--- config.mk ---
export PLATFORM = sky130hd
export DESIGN_NAME = cmd_queue_frontend
export DESIGN_NICKNAME = d
export VERILOG_FILES = /design/src/rtl/cmd_pkg.sv /design/src/rtl/sync_fifo.sv /design/src/rtl/cmd_queue_frontend.sv
export SDC_FILE = /design/constraint.sdc
export NUM_CORES = 1
export LEC_CHECK = 0
export CORE_MARGIN = 5
export CORE_UTILIZATION = 40
export DETAILED_ROUTE_END_ITERATION = 7
export DONT_BUFFER_PORTS = 1
export GPL_ROUTABILITY_DRIVEN = 0
export SYNTH_ARGS = -nofsm -noshare
export SYNTH_HDL_FRONTEND = slang
export SYNTH_SLANG_ARGS = --single-unit
--- constraint.sdc ---
create_clock -name Clk -period 4.3 [get_ports Clk]
set_clock_uncertainty 0.05 [all_clocks]
set_input_delay 0.86 -clock Clk [delete_from_list [all_inputs] [get_ports Clk]]
set_output_delay 0.86 -clock Clk [all_outputs]
set_load 0.01 [all_outputs]
--- src/rtl/cmd_pkg.sv ---
// Shared command types and constants for the calculator command front-end.
// cmd_t is the default-width entry layout; the front-end builds the same layout at its own widths.
package cmd_pkg;

  localparam int SEL_W      = 4;
  localparam int DIN_W      = 32;
  localparam int CMD_ADDR_W = 8;
  localparam int CMD_OPND_W = 8;

  typedef struct packed {
    logic                  rw;
    logic [SEL_W-1:0]      sel;
    logic [DIN_W-1:0]      din;
    logic [CMD_ADDR_W-1:0] addr;
    logic [CMD_OPND_W-1:0] a;
    logic [CMD_OPND_W-1:0] b;
  } cmd_t;

  // The divider must never be programmed to zero, so zero is promoted to one.
  function automatic logic [DIN_W-1:0] clamp_div(input logic [DIN_W-1:0] v);
    return (v == '0) ? DIN_W'(1) : v;
  endfunction

endpackage

--- src/rtl/sync_fifo.sv ---
// Generic synchronous FIFO with a registered occupancy count.
// Full/empty come from the registered level, so a push while full is refused even alongside a pop.
module sync_fifo #(
  parameter type T     = logic [7:0],
  parameter int  DEPTH = 4
) (
  input  logic                   clk,
  input  logic                   reset_n,
  input  logic                   push,
  input  logic                   pop,
  input  T                       din,
  output T                       dout,
  output logic [$clog2(DEPTH):0] level,
  output logic                   full,
  output logic                   empty
);

  localparam int PW = $clog2(DEPTH);

  T             mem [DEPTH];
  logic [PW-1:0] wr_ptr;
  logic [PW-1:0] rd_ptr;
  logic          do_push;
  logic          do_pop;

  assign full    = (level == (PW+1)'(DEPTH));
  assign empty   = (level == '0);
  assign do_push = push & ~full;
  assign do_pop  = pop & ~empty;
  assign dout    = mem[rd_ptr];

  always_ff @(posedge clk) begin
    if (!reset_n) begin
      wr_ptr <= '0;
      rd_ptr <= '0;
      level  <= '0;
    end else begin
      if (do_push) wr_ptr <= wr_ptr + 1'b1;
      if (do_pop)  rd_ptr <= rd_ptr + 1'b1;
      case ({do_push, do_pop})
        2'b10:   level <= level + 1'b1;
        2'b01:   level <= level - 1'b1;
        default: level <= level;
      endcase
    end
  end

  // Storage is deliberately left unreset; stale entries are never visible past the level count.
  always_ff @(posedge clk) begin
    if (reset_n && do_push) mem[wr_ptr] <= din;
  end

endmodule

--- src/rtl/cmd_queue_frontend.sv ---
// Command front-end: key-gated acceptance, local divider configuration, and a buffered
// valid/ready command stream toward the decoder with sticky overflow reporting.
module cmd_queue_frontend
  import cmd_pkg::*;
#(
  parameter int INBITS    = 8,
  parameter int WIDTH     = 8,
  parameter int DEPTH     = 4,
  parameter int DIV_W     = 8,
  parameter int DIV_RESET = 1
) (
  input  logic                   Clk,
  input  logic                   Reset,
  input  logic                   InputKey,
  input  logic                   ValidCmd,
  input  logic                   RW,
  input  logic                   ConfigDiv,
  input  logic [SEL_W-1:0]       Sel,
  input  logic [DIN_W-1:0]       Din,
  input  logic [WIDTH-1:0]       Addr,
  input  logic [INBITS-1:0]      inA,
  input  logic [INBITS-1:0]      inB,
  output logic                   CmdReady,
  output logic                   OutValid,
  input  logic                   OutReady,
  output logic                   OutRW,
  output logic [SEL_W-1:0]       OutSel,
  output logic [DIN_W-1:0]       OutDin,
  output logic [WIDTH-1:0]       OutAddr,
  output logic [INBITS-1:0]      OutA,
  output logic [INBITS-1:0]      OutB,
  output logic [$clog2(DEPTH):0] Level,
  output logic [DIV_W-1:0]       DivValue,
  output logic                   DropErr
);

  typedef struct packed {
    logic              rw;
    logic [SEL_W-1:0]  sel;
    logic [DIN_W-1:0]  din;
    logic [WIDTH-1:0]  addr;
    logic [INBITS-1:0] a;
    logic [INBITS-1:0] b;
  } entry_t;

  entry_t     in_entry;
  entry_t     head;
  entry_t     shown;
  logic       accept;
  logic       cfg_take;
  logic       queue_req;
  logic       pop;
  logic       full;
  logic       empty;
  logic [DIV_W-1:0] div_next;

  assign accept    = ValidCmd & InputKey;
  assign cfg_take  = accept & ConfigDiv;
  assign queue_req = accept & ~ConfigDiv;
  assign pop       = OutValid & OutReady;
  assign in_entry  = '{rw: RW, sel: Sel, din: Din, addr: Addr, a: inA, b: inB};
  assign div_next  = DIV_W'(clamp_div(DIN_W'(Din[DIV_W-1:0])));

  sync_fifo #(
    .T     (entry_t),
    .DEPTH (DEPTH)
  ) u_fifo (
    .clk     (Clk),
    .reset_n (Reset),
    .push    (queue_req),
    .pop     (pop),
    .din     (in_entry),
    .dout    (head),
    .level   (Level),
    .full    (full),
    .empty   (empty)
  );

  assign CmdReady = ~full;
  assign OutValid = ~empty;
  // Unreset storage would otherwise leak onto the outputs while the queue is empty.
  assign shown    = OutValid ? head : '0;
  assign OutRW    = shown.rw;
  assign OutSel   = shown.sel;
  assign OutDin   = shown.din;
  assign OutAddr  = shown.addr;
  assign OutA     = shown.a;
  assign OutB     = shown.b;

  always_ff @(posedge Clk) begin
    if (!Reset) begin
      DivValue <= DIV_W'(DIV_RESET);
      DropErr  <= 1'b0;
    end else begin
      if (cfg_take)          DivValue <= div_next;
      if (queue_req && full) DropErr  <= 1'b1;
    end
  end

endmodule

Word-level counts from Yosys, hierarchy flattened:

Memories as Yosys holds them, arrays and structs flattened. A register that Yosys moved wholly into a read port is not among the register bits.
Cells that the tools add are included.

* muxes and demuxes: 7
* reduce and logical (&&, ||, !) cells: 5
* $add $sub $neg: 4
* bitwise logic cells: 9
* equal/unequal tests: 3

Operator list (count)
* 61-bit two-way mux: 1
* 8-bit logical NOT: 1
* 8-bit two-way mux: 1
* 1-bit AND: 6
* 3-bit case mux with 2 select lines: 1
* 2-bit by 1-bit adder with 2-bit output (second input constant): 2
* 2-bit two-way mux: 2
* 3-bit by 1-bit adder with 3-bit output (second input constant): 1
* 3-bit equality test (second input constant): 1
* 3-bit logical NOT: 1
* 1-bit NOT: 3
* 3-bit by 1-bit subtractor with 3-bit output (second input constant): 1
* 2-bit by 1-bit equality test with 1-bit output (second input constant): 1
* 2-bit equality test (second input constant): 1
* 1-bit logical AND: 2
* 1-bit two-way mux: 2
* 2-bit nonzero test: 1

* bits in registers: 16
* memories kept: 1
* bits in writable memories: 244
* word-level logic and storage cells: 34

Memories
* u_fifo.mem: depth 4, bits a word 61, rd ports 1, clocked after Yosys merged registers in 1, wr ports 1, RTL line sync_fifo.sv:20 `T mem [DEPTH];`

Longest topological paths before layout:

* depth after elaboration: 6
* mapped depth: 9
* depth with buffers taken out: 9

Modules after synthesis:

A second synthesis with hierarchy kept.

* cell total of the unflattened synthesis: 485
* area total of the unflattened synthesis: 10203.5 um^2

By module, submodules not included
* sync_fifo: times used 1, area an instance 9371.5 um^2, sequential area each 7507.2 um^2, cells an instance 373
* cmd_queue_frontend: times used 1, area an instance 832.0 um^2, sequential area each 180.2 um^2, cells an instance 112

Worst setup path before layout:

OpenSTA, ideal clock, no wires.

* path type: input port to flip-flop
* from: input ValidCmd
* to: memory u_fifo.mem[0][0] (netlist bit), enable pin
* path buffers: 0
* slack: 1021 ps
* data arrival time: 2803 ps
* cell stages on the path: 3
* data required time: 3824 ps
* cells stage by stage: nand2_1 > nor3b_2 > and3_1

* cells in the longest elaborated chain, start to end: 6

RTL lines
* from (decl): RTL line cmd_queue_frontend.sv:15 `input logic ValidCmd,`
* 1-bit AND: RTL line cmd_queue_frontend.sv:57 `assign accept = ValidCmd & InputKey;`
* 1-bit AND: RTL line cmd_queue_frontend.sv:59 `assign queue_req = accept & ~ConfigDiv;`
* 1-bit AND: RTL line sync_fifo.sv:28 `assign do_push = push & ~full;`
* 1-bit logical AND: RTL line sync_fifo.sv:50 `if (reset_n && do_push) mem[wr_ptr] <= din;`
* 1-bit two-way mux: RTL line sync_fifo.sv:50
* 1-bit two-way mux (not written as such): RTL line sync_fifo.sv:50
* to (decl): RTL line sync_fifo.sv:20

No other way between the ends.

==> impl_metrics.ini <==
[status]
outcome = completed

[final_layout]
final_common_cell = edfxtp_1
syn2layout_area_growth_pct = 11.8
antenna_cells = 0
seq_area_um2 = 7690
multi_input_area_um2 = 2220
nNetsFinal = 563
drive_above_1_share_pct = 21.1
fillCellCount = 2121
final_cell_mix = 244 x edfxtp_1, 62 x nor2b_1, 61 x mux4_2, 28 x clkbuf_16, 22 x nand2_1

[floorplanning]
rows = 58
die_width_um = 169
core-area_um2 = 25000
dieArea_um2 = 28400
floorplan.initialDensity_pct = 40.3
die_y_um = 169
ioPinCount = 142

[timing]
finalSetupViolations = 0
hold_violations = 0
rsz0062_at_grt = false
max_clock_freq_ghz = 0.301
worst_slew_pin_slew_ps = 1020
period_minus_slack_ps = 3320
timing.final.crit_share_pct = 77.3
fin_ws_ps = 977
maxSlewHeadroom_pct = 32.1
drv_slew = 0
tns_ps = 0

[route]
via_per_inst = 5.19
drt_first_iter_violations = 192
wl_mm = 18.9
drtAntennaViolNets = 0
vias = 4365
first_pass_iters = 4
wl_per_cell_um = 22.4
drc = 0

[place]
place_ws_ps = 1440
place_hpwl_mm = 10.8
place.port_buffers = 0

[global_route]
grt_usage_pct = 13.1
globalRouteOverflowTotal = 0
grt_pass1_wl_mm = 29.1
grt_max_degree = 66
antenna_found_initial = 0
grt_pass1_vias = 4948

[clock_tree]
clock_latency_ps = 520
cts-root-buf = clkbuf_16
numCtsBuffers = 27
cts_setup_buffers = 0
hold_buffers = 0
cts_htree_levels = 1
cts_max_path_buffers = 3
clk_pin_slew_worst_paths_ps = 60
clock-sinks = 262
cts_tree = built
cts_resized = 0

[synthesis]
synth_seq_cells = 262
syn_area_um2 = 10100
syn_nets = 556
ys.warnings.count = 0
syn_area_per_cell_um2 = 20.8
yosysSeqAreaShare_pct = 76.4
synthCells = 483
synth_cell_types = 28

[setup_path]
cp.arrival_ps = 2410
worstPathRequired_ps = 3390
path_class = flip-flop to primary output
worstPathCellList = buf_12, mux4_2, nor2b_1
slowest_stage = dfxtp_4
worstPathMaxFanout = 36
endpoint_kind = primary output
cp-start-kind = flip-flop
critPathMaxStageDelay_ps = 710

[worst_hold_path]
hold_path_class = input pin to flip-flop

[pwr]
p_per_area_nw_per_um2 = 541
p_leak_nw = 3.36
vdd_drop_max_v = 0.000379

[flow_run]
drv_cap = 0
## path summary, 6_finish.rpt
check,from,end,slack [ps],depth (start not counted)
setup / recovery,flip-flop,OutB[7],980,3
hold / removal,Reset,DivValue[0],380,1
setup reg to reg,u_fifo.level[0],u_fifo.mem[3][47],1630,3
hold reg to reg,u_fifo.rd_ptr[1],flip-flop,460,2
## stage by stage
step,power [mW],area (um^2),hold slack (ps),std cells,utilization [%]
5_1_grt,6.36,11200,348,841,45.0
3_5_place_dp,3.94,10400,442,791,41.6
6_report,6.08,11200,380,841,45.0
2_1_floorplan,3.76,10100,411,483,-
4_1_cts,6.19,11200,355,841,45.0
3_3_place_gp,3.92,10400,423,791,41.6
## cells in the mapped netlist
library cell / number / area share [%]
edfxtp_1: 244 / 73
nor2b_1: 62 / 3.9
mux4_2: 61 / 14
nand2_1: 22 / 0.82
dfxtp_1: 18 / 3.6
clkbuf_1: 10 / 0.37
a21boi_0: 9 / 0.67
buf_2: 7 / 0.35
buf_6: 7 / 0.78
inv_1: 7 / 0.26
o21ai_0: 6 / 0.30
and3_1: 5 / 0.31
ha_1: 5 / 0.62
nor3_1: 3 / 0.15
and2_1: 2 / 0.12
mux2i_1: 2 / 0.20
or3_1: 2 / 0.12
a211oi_1: 1 / 0.075
fa_1: 1 / 0.20
nand3_1: 1 / 0.050
nor2_1: 1 / 0.037
nor3b_2: 1 / 0.12
nor4_1: 1 / 0.062
o21a_1: 1 / 0.075
or3b_1: 1 / 0.087
or4bb_1: 1 / 0.11
xnor2_1: 1 / 0.087
xor2_1: 1 / 0.087
## kinds of logic (layout without fill, tap and decap cells)
group           count (synthesis)  after routing  synth area share, %
simple gates                  102            102                 5.86
xor+xnor                        2              2                0.174
compound gates                 17             17                 1.12
buf+inv                        31             59                 1.77
fa+ha+maj                       6              6                0.821
mux                            63             63                 13.9
flops                         262            262                 76.4
## routing by layer
metal / share of wire (%) / wire length [um] / GRT usage (%) / vias up
met3: 10 / 1900 / 5.49 / 22
met1: 40 / 7450 / 15.9 / 2284
li1: - / - / - / 1935
met2: 49 / 9270 / 22.2 / 124
met5: 0 / 0 / 0 / -
met4: 1.2 / 233 / 2.72 / 0
## cell type report
cell class,instances,share of cell area (%)
flip-flops and latches,262,68.4
multi-input cells,190,19.8
clock buffers,38,6.65
well taps,330,3.67
clock inverters,12,1.00
repair buffers,2,0.245
inverters,7,0.234
## critical path: cells and delay by family (launching register included)
family,cells,cell delay (ps)
buffers and inverters,1,380
and+or+nand+nor,1,190
DFF,1,710
muxes,1,590
## power breakdown
| part | switching [mW] | total (mW) | internal (mW) |
|---|---|---|---|
| Clock | 0.906 | 2.24 | 1.33 |
| Sequential | 0.0929 | 2.92 | 2.82 |
| Combinational | 0.537 | 0.926 | 0.390 |
## flip-flops by register name (all words and copies together) (netlist names), named ones only
signal,flops
u_fifo.mem,244
DivValue,8
u_fifo.level,3
u_fifo.rd_ptr,2
u_fifo.wr_ptr,2
DropErr,1
Power figures use the tool's default switching activity.
